**src/rtl/pipe_scheduler.sv**
```systemverilog
// Stall/flush scheduler for a pipeline sharing one memory port between fetch and data.
// Optional performance counters are enabled with the PIPE_SCHED_PERF_EN macro.
module pipe_scheduler #(
  parameter int unsigned CNT_W = 32
) (
  input  logic             clk,
  input  logic             rst,
  input  logic             mem_ready,
  input  logic             load_use,
  input  logic             branch_taken,
  input  logic             halt_req,
  input  logic             resume,
  output logic             pc_en,
  output logic             ifid_en,
  output logic             idex_en,
  output logic             exmem_en,
  output logic             memwb_en,
  output logic             ifid_flush,
  output logic             idex_flush,
  output logic             mem_sel,
  output logic [1:0]       state
`ifdef PIPE_SCHED_PERF_EN
  ,
  output logic [CNT_W-1:0] cycle_cnt,
  output logic [CNT_W-1:0] stall_cnt,
  output logic [CNT_W-1:0] flush_cnt
`endif
);

  typedef enum logic [1:0] {
    FETCH = 2'b00,
    DATA  = 2'b01,
    HALT  = 2'b10
  } state_t;

  state_t state_q, state_d;
  logic   advance;

  if (CNT_W == 0) begin : g_bad_cnt_w
    $error("pipe_scheduler: CNT_W must be nonzero");
  end

  always_ff @(posedge clk or posedge rst) begin
    if (rst) state_q <= FETCH;
    else     state_q <= state_d;
  end

  assign state = state_q;

  // Outputs are forced low while rst is high, even though they are otherwise combinational.
  always_comb begin
    state_d    = state_q;
    advance    = 1'b0;
    pc_en      = 1'b0;
    ifid_en    = 1'b0;
    idex_en    = 1'b0;
    exmem_en   = 1'b0;
    memwb_en   = 1'b0;
    ifid_flush = 1'b0;
    idex_flush = 1'b0;
    mem_sel    = 1'b0;
    if (!rst) begin
      unique case (state_q)
        FETCH: begin
          if (mem_ready) begin
            if (halt_req) begin
              state_d = HALT;
            end else begin
              state_d  = DATA;
              advance  = 1'b1;
              pc_en    = 1'b1;
              ifid_en  = 1'b1;
              idex_en  = 1'b1;
              exmem_en = 1'b1;
              memwb_en = 1'b1;
              // A taken branch squashes the dependent instruction, so it wins over load-use.
              if (branch_taken) begin
                ifid_flush = 1'b1;
                idex_flush = 1'b1;
              end else if (load_use) begin
                pc_en      = 1'b0;
                ifid_en    = 1'b0;
                idex_flush = 1'b1;
              end
            end
          end
        end
        DATA: begin
          mem_sel = 1'b1;
          if (mem_ready) state_d = FETCH;
        end
        HALT: begin
          if (resume) state_d = FETCH;
        end
        default: state_d = FETCH;
      endcase
    end
  end

`ifdef PIPE_SCHED_PERF_EN
  logic [CNT_W-1:0] cycle_q, cycle_d;
  logic [CNT_W-1:0] stall_q, stall_d;
  logic [CNT_W-1:0] flush_q, flush_d;

  always_comb begin
    cycle_d = cycle_q;
    stall_d = stall_q;
    flush_d = flush_q;
    if (state_q != HALT)                          cycle_d = cycle_q + 1'b1;
    if (advance && load_use && !branch_taken)     stall_d = stall_q + 1'b1;
    if (advance && branch_taken)                  flush_d = flush_q + 1'b1;
  end

  always_ff @(posedge clk or posedge rst) begin
    if (rst) begin
      cycle_q <= '0;
      stall_q <= '0;
      flush_q <= '0;
    end else begin
      cycle_q <= cycle_d;
      stall_q <= stall_d;
      flush_q <= flush_d;
    end
  end

  assign cycle_cnt = cycle_q;
  assign stall_cnt = stall_q;
  assign flush_cnt = flush_q;
`endif

endmodule

```
**config.mk**
```make
export PLATFORM = sky130hd
export DESIGN_NAME = pipe_scheduler
export DESIGN_NICKNAME = d
export VERILOG_FILES = /design/src/rtl/pipe_scheduler.sv
export SDC_FILE = /design/constraint.sdc
export NUM_CORES = 1
export LEC_CHECK = 0
export BUFFER_PORTS_ARGS = -buffer_cell sky130_fd_sc_hd__buf_2
export CORE_AREA = 3 3 40 42
export DETAILED_ROUTE_END_ITERATION = 16
export DIE_AREA = 0 0 43 45
export PLACE_DENSITY = 0.41
export REMOVE_ABC_BUFFERS = 1
export SYNTH_ARGS = -nofsm -noshare
export SYNTH_HDL_FRONTEND = slang
export SYNTH_SLANG_ARGS = --single-unit
```
**constraint.sdc**
```tcl
create_clock -name clk -period 2.8 [get_ports clk]
set_input_delay 0.28 -clock clk [delete_from_list [all_inputs] [get_ports clk]]
set_output_delay 0.28 -clock clk [all_outputs]
set_load 0.1 [all_outputs]
```
# Yosys cells after proc, flatten, opt, wreduce, memory -nomap -nowiden
# Cells that the tools add are included.
# op_classes
eq_ne	5
n_mux	28
bitwise_logic	1
n_reduce_logical	2
# op_table
operator	n
1-bit two-way mux	23
2-bit two-way mux	4
2-bit != test (second input constant)	3
2-bit case mux with 3 select lines	1
4-bit AND reduction	1
2-bit by 1-bit == test with 1-bit output (second input constant)	1
2-bit == test (second input constant)	1
2-bit logical NOT	1
1-bit inverter	1
# word_totals
regBits	2
inputBits	7
out_inout_bits	10

# Logic depth before layout (Yosys ltp)
# Gate-level depths: netlist (run 1).
# depth
depth_word	6
ltp_mapped	4
mapped_depth_nobuf	2

# Worst setup path before layout (run 1)
# Ideal clock, no wire load.
# synth_path
path_kind	reg-to-output
from	register state_q[1] (netlist: state[1])
to	output idex_en
arrival_ns	3.345
required_ns	2.520
setup_slack_ns	-0.825
path_stages_with_launch	5
n_path_buf	2
path_cell_list	dfrtp_1 or4b_1 buf_2 nor2_1 buf_4
# synth_between
elab_chain_cells	3
# synth_lines
element	line	source
from (decl)	36	state_t state_q, state_d;
from (signal assigned)	45	else state_q <= state_d;
2-bit logical NOT	--	
1-bit two-way mux (2 in a row)	--	
to (decl)	15	output logic idex_en,
# No other way between the ends.

# Final worst setup path (run 1)
# layout_path
from	input rst
to	output pc_en
# layout_between
elab_chain_cells	1
# layout_lines
element	line	source
from (decl)	7	input logic rst,
1-bit two-way mux	62	if (!rst) begin
to (decl)	13	output logic pc_en,
# No other way between the ends.

==> results.py, run 1 <==
metrics = {
    "critical_path": {
        "cp-startpoint": "rst",
        "cp_max_fo": 6,
        "reg2reg_from": "state[1]",
        "cp.required_ns": 2.52,
        "cp-end-kind": "primary output",
        "start_kind": "primary input",
        "crit_type": "primary input to primary output",
        "worstSetupEndpoint": "pc_en",
        "cp.arrival_ns": 2.23,
        "rr_endpoint": "state[0]",
        "rr_worst_depth": 2,
        "reg2reg_slack_ns": 1.41,
    },
    "routing": {
        "drc": 0,
        "drt_pass1_iterations": 2,
        "wire_per_inst_um": 8.77,
        "final_antenna_net_count": 0,
        "routed_wl_um": 456,
        "vias": 198,
        "vias_per_cell": 3.81,
        "drt_first_iter_violations": 2,
    },
    "run_status": {
        "run_status": "finished clean",
    },
    "yosys": {
        "synthFlopType": "dfrtp_1",
        "synth.cell_area_sq_um": 185,
        "netlist_instances": 21,
        "ys_top_cells_by_count": "buf_4 (3), dfrtp_1 (2), inv_1 (2), nor2_1 (2), nor3_2 (2)",
        "synth_seq_cells": 2,
        "ys_top_cells_by_area": "dfrtp_1 (27%), buf_4 (12%), nor3_2 (11%)",
        "ys_async_sr_fraction": 1.00,
        "ys_warn_count": 0,
        "synth_top_area_share": 0.270,
        "synth_area_per_cell_sq_um": 8.82,
        "synth.most_common_cell": "buf_4",
        "seq_area_frac_synth": 0.270,
        "ys_types": 15,
        "yosysTopAreaCell": "dfrtp_1",
        "synth_edf_count": 0,
    },
    "floorplan": {
        "initial_core_util": 0.144,
        "rows": 13,
        "ios": 17,
        "coreArea_sq_um": 1280,
        "dieHeight_um": 45,
        "die-area_sq_um": 1940,
        "die_w_um": 43,
    },
    "timing": {
        "max_freq_mhz": 399,
        "fin_skew_ns": 0.000492,
        "fin_ws_ns": 0.293,
        "relSlewSlack": 0.676,
        "setup_viol": 0,
        "finalCriticalPeriod_ns": 2.51,
        "hold_viol": 0,
        "worst_slew_pin_slew_ns": 0.490,
        "timing.final.crit_share": 0.895,
        "rsz0062_at_grt": "false",
        "slew_viol_final": 0,
    },
    "cells_and_area": {
        "largest_reg_flops": 2,
        "fillCellCount": 147,
        "drive_gt1_frac": 0.622,
        "fin_nets": 46,
        "regArea_sq_um": 50.0,
        "multi_input_area_sq_um": 100,
        "antennaDiodeCount": 0,
        "syn2layout_area_growth_pct": 56.1,
    },
    "clock_tree": {
        "cts_setup_buffers": 0,
        "cts_tree": "yes",
        "cts.repair.resized": 0,
        "clk_pin_slew_ns": 0.03,
        "h-tree-depth": 1,
        "cts_buffers": 3,
        "clockBufferDepth": 2,
        "worstSkewPairLatency_ns": 0.22,
        "clock-root-buffer": "clkbuf_4",
        "cts_sinks": 2,
    },
    "global_route": {
        "antenna_found_initial": 0,
        "grt.busiest_layer": "met2",
        "grt.total_usage": 0.0600,
        "globalRouteMet1Util": 0.0578,
        "grt_max_degree": 7,
        "grt-ovfl-total": 0,
        "grt_pass1_vias": 216,
        "met3_usage": 0.0359,
        "use_met2": 0.0808,
        "grt_pass1_wl_um": 807,
    },
    "flow_run": {
        "cap_violations": 0,
    },
    "placed_design": {
        "place_ws_ns": 0.788,
        "place.gp.congestion": 0.653,
        "place_hpwl_um": 356,
        "port-buffer-count": 16,
    },
    "power": {
        "p_total_uw": 324,
        "peakVddDrop_uv": 293,
        "p_leak_uw": 0.000156,
        "power_density_nw_per_um2": 1120,
    },
    "worst_hold_path": {
        "worstHoldPathType": "primary input to register",
    },
}
repair_timing:
| action | CTS | global route |
|---|---|---|
| hold endpoints to repair | 2 | 0 |
| endpoints found under the setup margin | 0 | 0 |
| hold buffers | 1 | 0 |
placed cells by master, fill, tap and decap left out:
cell and n:
o21bai_1 1, dlygate4sd3_1 1, nor2_1 2, or3b_2 1, buf_2 16, o2bb2ai_1 1, nor3b_2 1, inv_1 2
or4b_1 1, dfrtp_1 2, nor2b_1 1, o211ai_1 1, clkbuf_4 3, nor3b_1 1, nand2_1 1, nor3_2 2
power by group:
group	total [uW]	internal [uW]	leakage, uW	switching, uW
sequential	50.5	39.0	0.0000257	11.5
clock	62.6	47.2	0.0000138	15.4
combinational	211	33.6	0.000117	177
total	324	120	0.000156	204
worst max-delay path, cell delays in order:
cell and delay [ns]:
dlygate4sd3_1 0.53, buf_2 0.14, or4b_1 0.61, nor3_2 0.21
buf_2 0.45
final cells by class:
cell class,count,share of cell area
multi-input cells,13,0.346
repair buffers,17,0.312
flip-flops and latches,2,0.173
clock buffers,3,0.0779
well taps,15,0.0649
inverters,2,0.0260
kinds of logic (layout without fill, tap and decap cells):
kind of cell           count (synthesis)  after routing  share of synthesized area
and+or+nand+nor                       10             10                      0.412
buffers and inverters                  6             22                      0.189
AOI/OAI and AO/OA                      3              3                      0.128
DFF                                    2              2                      0.270
metal layers:
metal	share of wire	wire length (um)
met2	0.40	182
met4	0	0
met5	0	0
met1	0.43	195
met3	0.17	78
how the worst min path moves through the flow:
stage	from	to	cells past startpoint	slack [ns]
finish	resume	state[1]	3	0.35
global route	resume	state[1]	3	0.38
CTS	resume	state[1]	3	0.34
detailed placement	rst	state[1]	2	0.17
global placement	rst	state[1]	2	0.17
floorplan	rst	state[0]	1	0.02
per-stage QoR:
stage	instances	setup TNS, ns	utilization	area (sq um)	hold WS, ns
final	52	0	0.225	289	0.347
after global routing	52	0	0.225	289	0.378
after CTS	52	0	0.225	289	0.343
after detailed placement	48	0	0.200	256	0.169
after global placement	48	0	0.200	256	0.172
after floorplan	17	-12.05	-	158	0.0212
(Power assumes the default switching activity.)
==> run 2, diff against run 1 <==
--- a/config.mk
+++ b/config.mk
@@ -9,6 +9,8 @@
 export CORE_AREA = 3 3 40 42
 export DETAILED_ROUTE_END_ITERATION = 16
 export DIE_AREA = 0 0 43 45
+export GPL_ROUTABILITY_DRIVEN = 0
+export GPL_TIMING_DRIVEN = 0
 export PLACE_DENSITY = 0.41
 export REMOVE_ABC_BUFFERS = 1
 export SYNTH_ARGS = -nofsm -noshare
==> results.py, run 2 (same netlist as run 1, synthesis figures left out) <==
metrics = {
    "run_status": {
        "run_status": "finished clean",
    },
    "clock_tree": {
        "cts_buffers": 3,
        "clockBufferDepth": 2,
        "cts.repair.resized": 0,
        "h-tree-depth": 1,
        "clock-root-buffer": "clkbuf_4",
        "cts_hold_buf": 1,
        "cts_sinks": 2,
        "cts_tree": "yes",
        "cts_setup_buffers": 0,
        "worstSkewPairLatency_ns": 0.22,
        "clk_pin_slew_ns": 0.03,
    },
    "power": {
        "power_density_nw_per_um2": 1120,
        "p_leak_uw": 0.000156,
        "peakVddDrop_uv": 280,
    },
    "timing": {
        "slew_viol_final": 0,
        "rsz0062_at_grt": "false",
        "setup_viol": 0,
        "finalCriticalPeriod_ns": 2.53,
        "fin_ws_ns": 0.274,
        "worst_slew_pin_slew_ns": 0.486,
        "timing.final.crit_share": 0.902,
        "fin_skew_ns": 0.00309,
        "setup_tns_ns": 0,
        "relSlewSlack": 0.678,
        "max_freq_mhz": 396,
        "hold_viol": 0,
    },
    "floorplan": {
        "die-area_sq_um": 1940,
        "ios": 17,
        "rows": 13,
        "die_w_um": 43,
        "coreArea_sq_um": 1280,
        "initial_core_util": 0.144,
        "dieHeight_um": 45,
    },
    "critical_path": {
        "crit_type": "primary input to primary output",
        "reg2reg_slack_ns": 1.37,
        "cp-end-kind": "primary output",
        "cp.arrival_ns": 2.25,
        "start_kind": "primary input",
        "cp.required_ns": 2.52,
        "cp_max_fo": 6,
    },
    "global_route": {
        "grt_pass1_vias": 200,
        "grt-ovfl-total": 0,
        "antenna_found_initial": 0,
        "grt_pass1_wl_um": 821,
        "grt_max_degree": 7,
        "grt.total_usage": 0.0616,
    },
    "worst_hold_path": {
        "worstHoldPathType": "primary input to register",
    },
    "routing": {
        "drc": 0,
        "vias": 202,
        "wire_per_inst_um": 9.15,
        "routed_wl_um": 476,
        "vias_per_cell": 3.88,
        "drt_pass1_iterations": 1,
        "final_antenna_net_count": 0,
        "drt_first_iter_violations": 0,
    },
    "cells_and_area": {
        "largest_reg_flops": 2,
        "layout_commonest_cell": "buf_2",
        "syn2layout_area_growth_pct": 56.1,
        "final_cell_mix": "buf_2 (16), clkbuf_4 (3)",
        "drive_gt1_frac": 0.622,
        "fin_nets": 46,
        "antennaDiodeCount": 0,
    },
    "placed_design": {
        "place_ws_ns": 0.757,
        "port-buffer-count": 16,
    },
    "flow_run": {
        "cap_violations": 0,
    },
}
[run 2: final timing paths]
| path | startpoint | to | depth (start not counted) |
|---|---|---|---|
| worst max-delay path | rst | pc_en | 5 |
| max in group asynchronous | rst | state[0] | 3 |
| worst min-delay path | resume | state[1] | 3 |
| worst max register to register | state[1] | state[0] | 2 |
| worst min register to register | state[1] | state[1] | 1 |
| min in group asynchronous | rst | state[1] | 3 |
[run 2: stage by stage]
stage	util	hold slack, ns	cell area [sq um]	total power, uW	cells
floorplan	-	0.0212	158	229	17
global placement	0.200	0.170	256	263	48
detailed placement	0.200	0.171	256	263	48
CTS	0.225	0.344	289	331	52
global route	0.225	0.384	289	342	52
finish	0.225	0.344	289	325	52
[run 2: report_power, final]
part / total, uW / leakage (uW) / internal, uW / switching [uW]
registers: 51.2 / 0.0000257 / 39.0 / 12.2
clock network: 62.3 / 0.0000138 / 47.2 / 15.2
logic: 212 / 0.000117 / 33.6 / 178
[run 2: cell type report]
cell class | instances | area (sq um)
inverter | 2 | 7.51
clock buffer | 3 | 22.5
multi-input combinational | 13 | 100
tap | 15 | 18.8
sequential | 2 | 50.0
timing repair buffer | 17 | 90.1
fill | 158 | 996
[run 2: critical path, stage by stage]
cell and delay [ns]:
dlygate4sd3_1 0.53, buf_2 0.15, or4b_1 0.61, nor3_2 0.22, buf_2 0.45
[run 2: metal layers]
layer / part of all wire / wire, um / GRT usage / vias to the layer above
li1: - / - / - / 104
met1: 0.44 / 209 / 0.0723 / 83
met2: 0.37 / 175 / 0.0719 / 15
met3: 0.19 / 90 / 0.0319 / 0
met4: 0 / 0 / 0.0723 / 0
met5: 0 / 0 / 0 / -
